--- src/rtl/vliw_lsu_arbiter.sv ---
// vliw_lsu_arbiter: captures one VLIW bundle's load/store slots and serializes them onto a single memory port.
module vliw_lsu_arbiter #(
    parameter int REG_IDX_W = 6,
    parameter int NSLOT     = 3
) (
    input  logic                 wb_clk_i,
    input  logic                 rst_n,
    input  logic                 issue,
    input  logic [2:0]           is_load,
    input  logic [2:0]           is_store,
    input  logic [31:0]          ls_addr0,
    input  logic [31:0]          ls_addr1,
    input  logic [31:0]          ls_addr2,
    input  logic [31:0]          ls_wdata0,
    input  logic [31:0]          ls_wdata1,
    input  logic [31:0]          ls_wdata2,
    input  logic [1:0]           ls_size0,
    input  logic [1:0]           ls_size1,
    input  logic [1:0]           ls_size2,
    input  logic [2:0]           sign_extend,
    input  logic [REG_IDX_W-1:0] ls_dest0,
    input  logic [REG_IDX_W-1:0] ls_dest1,
    input  logic [REG_IDX_W-1:0] ls_dest2,
    input  logic                 abort,
    output logic                 mem_req,
    output logic                 mem_we,
    output logic [31:0]          mem_addr,
    output logic [31:0]          mem_wdata,
    output logic [1:0]           mem_size,
    input  logic                 mem_ack,
    input  logic [31:0]          mem_rdata,
    output logic                 wb_valid,
    output logic [REG_IDX_W-1:0] wb_idx,
    output logic [31:0]          wb_data,
    output logic                 busy,
    output logic                 overrun
);
    typedef enum logic [1:0] {IDLE, ACCESS, WB} state_t;
    state_t state_q, state_d;
    logic [NSLOT-1:0]                pend_q, pend_d, we_q, we_d, sext_q, sext_d;
    logic [NSLOT-1:0][31:0]          addr_q, addr_d, wdata_q, wdata_d, in_addr, in_wdata;
    logic [NSLOT-1:0][1:0]           size_q, size_d, in_size;
    logic [NSLOT-1:0][REG_IDX_W-1:0] dest_q, dest_d, in_dest;
    logic [31:0]          ext_q, ext_d, ext, wmask;
    logic [REG_IDX_W-1:0] wbidx_q, wbidx_d;
    logic                 overrun_q, overrun_d;
    logic [1:0]           cur, sz;
    logic                 sx;

    assign in_addr  = {ls_addr2, ls_addr1, ls_addr0};
    assign in_wdata = {ls_wdata2, ls_wdata1, ls_wdata0};
    assign in_size  = {ls_size2, ls_size1, ls_size0};
    assign in_dest  = {ls_dest2, ls_dest1, ls_dest0};

    // Lowest pending slot is always the one in flight, preserving program order.
    assign cur   = pend_q[0] ? 2'd0 : pend_q[1] ? 2'd1 : 2'd2;
    assign sz    = size_q[cur];
    assign sx    = sext_q[cur];
    assign ext   = sz == 2'd0 ? {{24{sx & mem_rdata[7]}}, mem_rdata[7:0]} :
                   sz == 2'd1 ? {{16{sx & mem_rdata[15]}}, mem_rdata[15:0]} : mem_rdata;
    assign wmask = sz == 2'd0 ? {24'b0, wdata_q[cur][7:0]} :
                   sz == 2'd1 ? {16'b0, wdata_q[cur][15:0]} : wdata_q[cur];

    always_comb begin
        state_d   = state_q;
        pend_d    = pend_q;
        we_d      = we_q;
        sext_d    = sext_q;
        addr_d    = addr_q;
        wdata_d   = wdata_q;
        size_d    = size_q;
        dest_d    = dest_q;
        ext_d     = ext_q;
        wbidx_d   = wbidx_q;
        overrun_d = overrun_q | (issue & (state_q != IDLE));
        case (state_q)
            IDLE: if (issue) begin
                pend_d  = is_load | is_store;
                we_d    = is_store;
                sext_d  = sign_extend;
                addr_d  = in_addr;
                wdata_d = in_wdata;
                size_d  = in_size;
                dest_d  = in_dest;
                state_d = |(is_load | is_store) ? ACCESS : IDLE;
            end
            ACCESS: begin
                if (abort) pend_d = pend_q & (3'b001 << cur);
                if (mem_ack) begin
                    pend_d[cur] = 1'b0;
                    if (we_q[cur]) begin
                        state_d = |pend_d ? ACCESS : IDLE;
                    end else begin
                        ext_d   = ext;
                        wbidx_d = dest_q[cur];
                        state_d = WB;
                    end
                end
            end
            WB: begin
                if (abort) pend_d = '0;
                state_d = |pend_d ? ACCESS : IDLE;
            end
            default: state_d = IDLE;
        endcase
    end

    always_ff @(posedge wb_clk_i or negedge rst_n) begin
        if (!rst_n) begin
            state_q   <= IDLE;
            pend_q    <= '0;
            we_q      <= '0;
            sext_q    <= '0;
            addr_q    <= '0;
            wdata_q   <= '0;
            size_q    <= '0;
            dest_q    <= '0;
            ext_q     <= '0;
            wbidx_q   <= '0;
            overrun_q <= 1'b0;
        end else begin
            state_q   <= state_d;
            pend_q    <= pend_d;
            we_q      <= we_d;
            sext_q    <= sext_d;
            addr_q    <= addr_d;
            wdata_q   <= wdata_d;
            size_q    <= size_d;
            dest_q    <= dest_d;
            ext_q     <= ext_d;
            wbidx_q   <= wbidx_d;
            overrun_q <= overrun_d;
        end
    end

    assign mem_req   = state_q == ACCESS;
    assign mem_we    = mem_req & we_q[cur];
    assign mem_addr  = mem_req ? addr_q[cur] : '0;
    assign mem_wdata = mem_req ? wmask : '0;
    assign mem_size  = mem_req ? sz : '0;
    assign wb_valid  = state_q == WB;
    assign wb_idx    = wb_valid ? wbidx_q : '0;
    assign wb_data   = wb_valid ? ext_q : '0;
    assign busy      = state_q != IDLE;
    assign overrun   = overrun_q;
endmodule

--- config.mk ---
export PLATFORM = sky130hd
export DESIGN_NAME = vliw_lsu_arbiter
export DESIGN_NICKNAME = d
export VERILOG_FILES = /design/src/rtl/vliw_lsu_arbiter.sv
export SDC_FILE = /design/constraint.sdc
export NUM_CORES = 1
export LEC_CHECK = 0
export BUFFER_PORTS_ARGS = -buffer_cell sky130_fd_sc_hd__buf_2
export CORE_MARGIN = 2
export CORE_UTILIZATION = 52
export DETAILED_ROUTE_END_ITERATION = 8
export GPL_TIMING_DRIVEN = 0
export PLACE_DENSITY = 0.81
export SYNTH_ARGS = -nofsm -noshare
export SYNTH_HDL_FRONTEND = slang
export SYNTH_SLANG_ARGS = --single-unit
--- constraint.sdc ---
create_clock -name wb_clk_i -period 2.9 [get_ports wb_clk_i]
set_clock_uncertainty 0.05 [all_clocks]
set_input_delay 0.29 -clock wb_clk_i [delete_from_list [all_inputs] [get_ports wb_clk_i]]
set_output_delay 0.29 -clock wb_clk_i [all_outputs]
set_load 0.02 [all_outputs]
Word level (Yosys, flattened, before mapping)
Index checks and enable logic that the tools add are counted.
Storage, ports and cells
  output and inout port bits: 109
  bits in registers: 266
  logic and storage cells: 88
Operators by class
  order comparisons: 2
  muxes and demuxes: 39
  shift operators: 1
  reduce and logical (&&, ||, !) cells: 12
  bitwise logic cells: 10
  equality and inequality tests: 5
Operator list (count)
  $mux W32: 9
  $bmux W32 S2: 2
  $mux W3: 6
  $mux W2: 7
  $bmux W6 S2: 1
  $mux W6: 2
  $pmux W3 S3: 1
  $reduce_or A3 Y1: 3
  $and A3 B3 Y3: 2
  $mux W1: 6
  $pmux W2 S3: 1
  $reduce_and A2 Y1: 3
  $and A1 B1 Y1: 4
  $bmux W1 S2: 2
  $bmux W2 S2: 1
  $eq A2 B1 Y1 const B: 2
  $logic_not A2 Y1: 2
  $lt A2 B3 Y1 const B: 1
  $not A3 Y3: 1
  $or A3 B3 Y3: 1
  $reduce_and A3 Y1: 1
  $reduce_bool A3 Y1: 1
  $shl A1 B2 Y3 const A: 1
  $demux W1 S2: 1
  other kinds (8): 8

Longest topological paths before layout
  depth in word-level cells: 13
  mapped depth: 9

Worst setup path before layout
OpenSTA, ideal clock, no wires.
  kind: register to register
  start: register state_q[1]
  end: register ext_q[10]
  library setup time: 0.087 ns
  path buffers: 3
  cell stages (with the launch flop): 10
  data arrival time: 2.125 ns
  path slack: 0.639 ns
  required time: 2.763 ns
  cell sequence: dfrtp_1 inv_1 ha_1 clkbuf_1 nand3b_1 o22a_1 buf_2 or4_1 buf_2 o211ai_1
Between the ends
  cells in the longest elaborated chain, start to end: 2
RTL lines
  start, declared: line 39  | state_t state_q, state_d;
  start signal, assigned: line 122  | state_q <= state_d;
  $eq A2 B1 Y1
  via mem_req: line 25  | output logic mem_req,
  $reduce_and A3 Y1 (no line)
  end signal, assigned: line 130  | ext_q <= ext_d;
  end, declared: line 44  | logic [31:0] ext_q, ext_d, ext, wmask;
The timed path passes the listed nets, and every way through them passes these cells.
A chain may end at the register's enable or synchronous reset.

Worst setup path in the final report
  start: register pend_q[0]
  end: output mem_wdata[7]
Between the ends
  cells in the longest elaborated chain, start to end: 6
RTL lines
  start, declared: line 40  | logic [NSLOT-1:0] pend_q, pend_d, we_q, we_d, sext_q, sext_d;
  start signal, assigned: line 123  | pend_q <= pend_d;
  $mux W2 *: line 56  | assign cur = pend_q[0] ? 2'd0 : pend_q[1] ? 2'd1 : 2'd2;
  $bmux W32 S2 / $bmux W2 S2 (equally long branches): line 61, 62, 57
  $mux W32 (implied by the code) / $mux W2 (equally long branches): line 62, 57
  $mux W32 / $logic_not A2 Y1 (equally long branches): line 62, 61
  $mux W32 *: line 61  | assign wmask = sz == 2'd0 ? {24'b0, wdata_q[cur][7:0]} :
  $mux W32 *: line 139  | assign mem_wdata = mem_req ? wmask : '0;
  end, declared: line 28  | output logic [31:0] mem_wdata,
Every way passes the cells marked *; elsewhere a longest branch is shown, timed or not. The select of a mux whose other input is x is not followed.

==> summary.txt <==
Floorplanning
  – Initial Util: 52.5%
  – Die area: 24700 µm²
  – # IOs: 371
  – Core area: 23300 µm²
  – Die Height: 157 µm
  – Row count: 56
  – Die X: 157 µm

Power and ir drop
  – Clock power frac: 19.1%
  – Maximum VDD drop: 0.000809 V
  – Combinational Power Share: 46.2%
  – Switch Pwr: 7.75 mW
  – Pwr Density: 1080 nW/µm²
  – Sequential share of power: 34.7%
  – Cell leakage power: 8.58 nW
  – Cell Int Power: 11.7 mW
  – Switching fraction of total power: 39.9%

Synthesis
  – Xor and xnor area share after synthesis: 0%
  – Synthesized flop and latch total: 266
  – Syn avg cell area: 11.6 µm²
  – Net Count, Synth: 1317
  – Synth Area in Simple Gates: 9.05%
  – Largest family of logic cells by synthesized area: multiplexers
  – Synth Cell Area: 12200 µm²
  – Post-synthesis mux area share: 27.0%
  – Syn. warnings: 0
  – Post-synthesis compound-gate area fraction: 6.34%
  – Synth Instances: 1051
  – Adder-cell share of the synthesized area: 0.410%
  – Sequential fraction of the synthesis area: 54.6%
  – Netlist cell types: 36

Drt
  – WL met2: 22.2 mm
  – Initial drt markers: 720
  – M1 WL: 15.8 mm
  – DRC violation count after routing: 0
  – Via-per-instance ratio: 5.55
  – Remaining antenna violation count: 0
  – WL final: 43.6 mm
  – Avg WL per Cell: 21.3 µm
  – 1st-pass router iterations: 5
  – DR WL met3: 2.85 mm
  – Uppermost layer routed: met4
  – Vias: 11300

Hold path
  – WHS Path Cells: 3
  – Min-Delay Endpoint: ext_q[27]
  – Worst Hold Class: in2reg
  – Hold path startpoint: mem_rdata[27]

STA
  – Tcrit/Tclk final: 96.0%
  – Fmax: 359 MHz
  – Worst slew margin: 45.6%
  – Fin crit period: 2.78 ns
  – Hold WS: 0.0149 ns
  – Fin. max-slew vios: 0
  – RSZ-0062 raised after global routing: true
  – Slew @ Worst Pin: 0.816 ns
  – Setup violators final: 0
  – Final hold viol count: 0

Cells and area
  – Share of layout cells above drive strength 1: 39.6%
  – Fin util: 77.3%
  – Area delta synth->final: 47.5%
  – Nets: 1964
  – Fin cells: 2042

Run status
  – Status: complete, no violations

Clocking
  – CTS sink cnt: 266
  – Worst-case clock buffer depth: 3
  – CTS Root Cell: clkbuf_16
  – H-Tree Depth: 1
  – Clk slew on worst S/H paths: 0.06 ns
  – CTS tree: built
  – Clk_lat worst skew: 0.54 ns
  – Total CTS buffers: 27

Worst setup path
  – Crit-path max FO: 10
  – Top delay family on crit path: buffers and inverters
  – Cell with the most instances on the worst path: buf_2
  – Critical path class: reg2out
  – Max incr delay on CP: 0.43 ns
  – Worst path required time: 2.56 ns
  – Flop2flop setup slack: 0.21 ns
  – Worst EP arrival: 2.44 ns
  – Buf+Inv Stages, Crit Path: 4
  – Worst r2r dst: addr_q[28]
  – Launch point of the worst reg-to-reg path: state_q[1]
  – Depth of the worst register-to-register path: 6
  – Slowest stage cell, crit path: dfrtp_2
  – Crit end category: primary output
  – Crit-path cells: buf_2, buf_2, clkbuf_2, a21oi_1, nor2_1, buf_2
  – Crit path from: pend_q[0]
  – Crit path launch type: flop

Global route
  – Initial antenna violation count: 4
  – First-pass GRT wire length: 65.9 mm
  – Vias in the first global route: 12400
  – Overflow after GRT: 0
  – Total GRT Usage: 34.8%
  – Pin count of the biggest net entering global routing: 123

Placed design
  – Cells after DPL: 1742
  – Post-DP HPWL: 25.0 mm
  – Placer Congestion: 0.846
  – I/O Buffers: 370

Job
  – MaxCap Viol Count: 0
-- power by group through the flow --
| stage | logic [mW] | registers (mW) | clock network [mW] |
|---|---|---|---|
| after floorplan | 5.93 | 6.28 | 0 |
| after global placement | 7.91 | 6.48 | 0 |
| after detailed placement | 8.15 | 6.62 | 0 |
| after CTS | 8.52 | 6.57 | 3.69 |
| after global routing | 9.67 | 6.91 | 3.88 |
| final | 8.97 | 6.74 | 3.70 |
-- cells in the final DEF (no fill, tap or decap), types with 2 or more instances in the layout --
master	Yosys	final
a21oi_1	104	104
and2_1	39	39
buf_1	9	6
buf_16	0	2
buf_2	9	376
buf_4	0	3
buf_6	2	2
bufinv_16	0	4
clkbuf_1	52	38
clkbuf_16	0	27
clkbuf_2	0	14
clkbuf_4	0	5
clkbuf_8	0	5
clkinv_2	0	6
clkinvlp_4	0	2
dfrtp_1	266	265
diode_2	0	6
dlygate4sd3_1	0	247
ha_1	4	3
inv_1	8	8
mux2_2	226	226
mux2i_1	73	73
nand2_1	56	55
nand2b_1	3	3
nand3b_1	2	2
nor2_1	157	157
o211ai_1	9	9
o21ai_0	12	11
o22ai_1	2	2
-- synth_stat cells --
master / n / share of area (%)
a41oi_1: 1 / 0.072
nand3b_1: 2 / 0.12
o22a_1: 1 / 0.072
buf_6: 2 / 0.18
inv_1: 8 / 0.25
nand2_1: 56 / 1.7
buf_1: 9 / 0.28
o22ai_1: 2 / 0.10
nor3_1: 1 / 0.041
a221oi_1: 1 / 0.072
o21ai_1: 1 / 0.041
o21ai_0: 12 / 0.49
buf_2: 9 / 0.37
a21oi_1: 104 / 4.3
clkbuf_1: 52 / 1.6
a31oi_1: 1 / 0.051
mux2_4: 1 / 0.12
o211ai_1: 9 / 0.55
o211ai_2: 1 / 0.10
dfrtp_1: 266 / 55
o211a_1: 1 / 0.082
mux2i_1: 73 / 6.0
nand2b_1: 3 / 0.15
a311o_1: 1 / 0.082
nor2b_1: 1 / 0.051
ha_1: 4 / 0.41
o311a_1: 1 / 0.082
mux2_2: 226 / 21
and2_1: 39 / 2.0
or4_1: 1 / 0.062
o31ai_1: 1 / 0.062
a21o_1: 1 / 0.062
o31a_1: 1 / 0.072
nor2_1: 157 / 4.8
o311ai_0: 1 / 0.072
or3b_1: 1 / 0.072
-- final cells by class --
class                           count  area (µm²)
Antenna cell                        6        15.0
Clock inverter                     12         165
Inverter                            8        30.0
Tap cell                          319         399
Fill cell                        1371        5270
Buffer                             71         338
Clock buffer                       36         759
Multi-Input combinational cell    705        5240
Sequential cell                   266        6660
Timing Repair Buffer              619        4390
-- state kept, by name, indices dropped and copies added, names as in the netlist, 3 cells and up --
signal   flops
pend_q       3
sext_q       3
ext_q       32
wbidx_q      6
we_q         3
dest_q      18
addr_q      96
size_q       6
wdata_q     96
-- how the worst max path moves through the flow --
stage,end,slack (ns),cells past startpoint
floorplan,ext_q[10],0.64,9
global route,mem_wdata[23],-0.01,7
CTS,mem_addr[1],0.0005,6
detailed placement,mem_wdata[23],0.20,8
global placement,addr_q[50],-3.30,1
finish,mem_wdata[7],0.12,6
-- per-stage QoR --
step / setup TNS (ns) / instance area [µm²] / power, mW / setup slack [ns]
floorplan: 0 / 12200 / 12.2 / 0.639
global placement: -870.25 / 14500 / 14.4 / -3.30
detailed placement: 0 / 14500 / 14.8 / 0.199
CTS: 0 / 17900 / 18.8 / 0.000475
global route: -0.0219 / 18000 / 20.5 / -0.0125
finish: 0 / 18000 / 19.4 / 0.115
-- tightest hold or removal path: stages --
cell and delay, ns:
buf_2 0.08, a21oi_1 0.05, a21oi_1 0.13
-- cells by family (layout without fill, tap and decap cells) --
kind of cell,count (synthesis),after routing
buf+inv,80,746
compound gates,140,140
simple gates,261,261
fa+ha+maj,4,4
flops,266,266
other cells,0,6
mux,300,300
-- repair_timing --
item,in CTS,in global routing
buffers inserted,0,0
hold buffers,247,0
endpoints found under the setup margin,65,60
resized for setup,16,31
hold endpoints to repair,283,0
-- routing by layer --
metal / global-route usage [%] / vias to the layer above
li1: - / 4919
met1: 39.4 / 5560
met3: 6.77 / 218
met5: 0 / -
met4: 21.9 / 0
met2: 60.6 / 645
(Power assumes the default switching activity.)
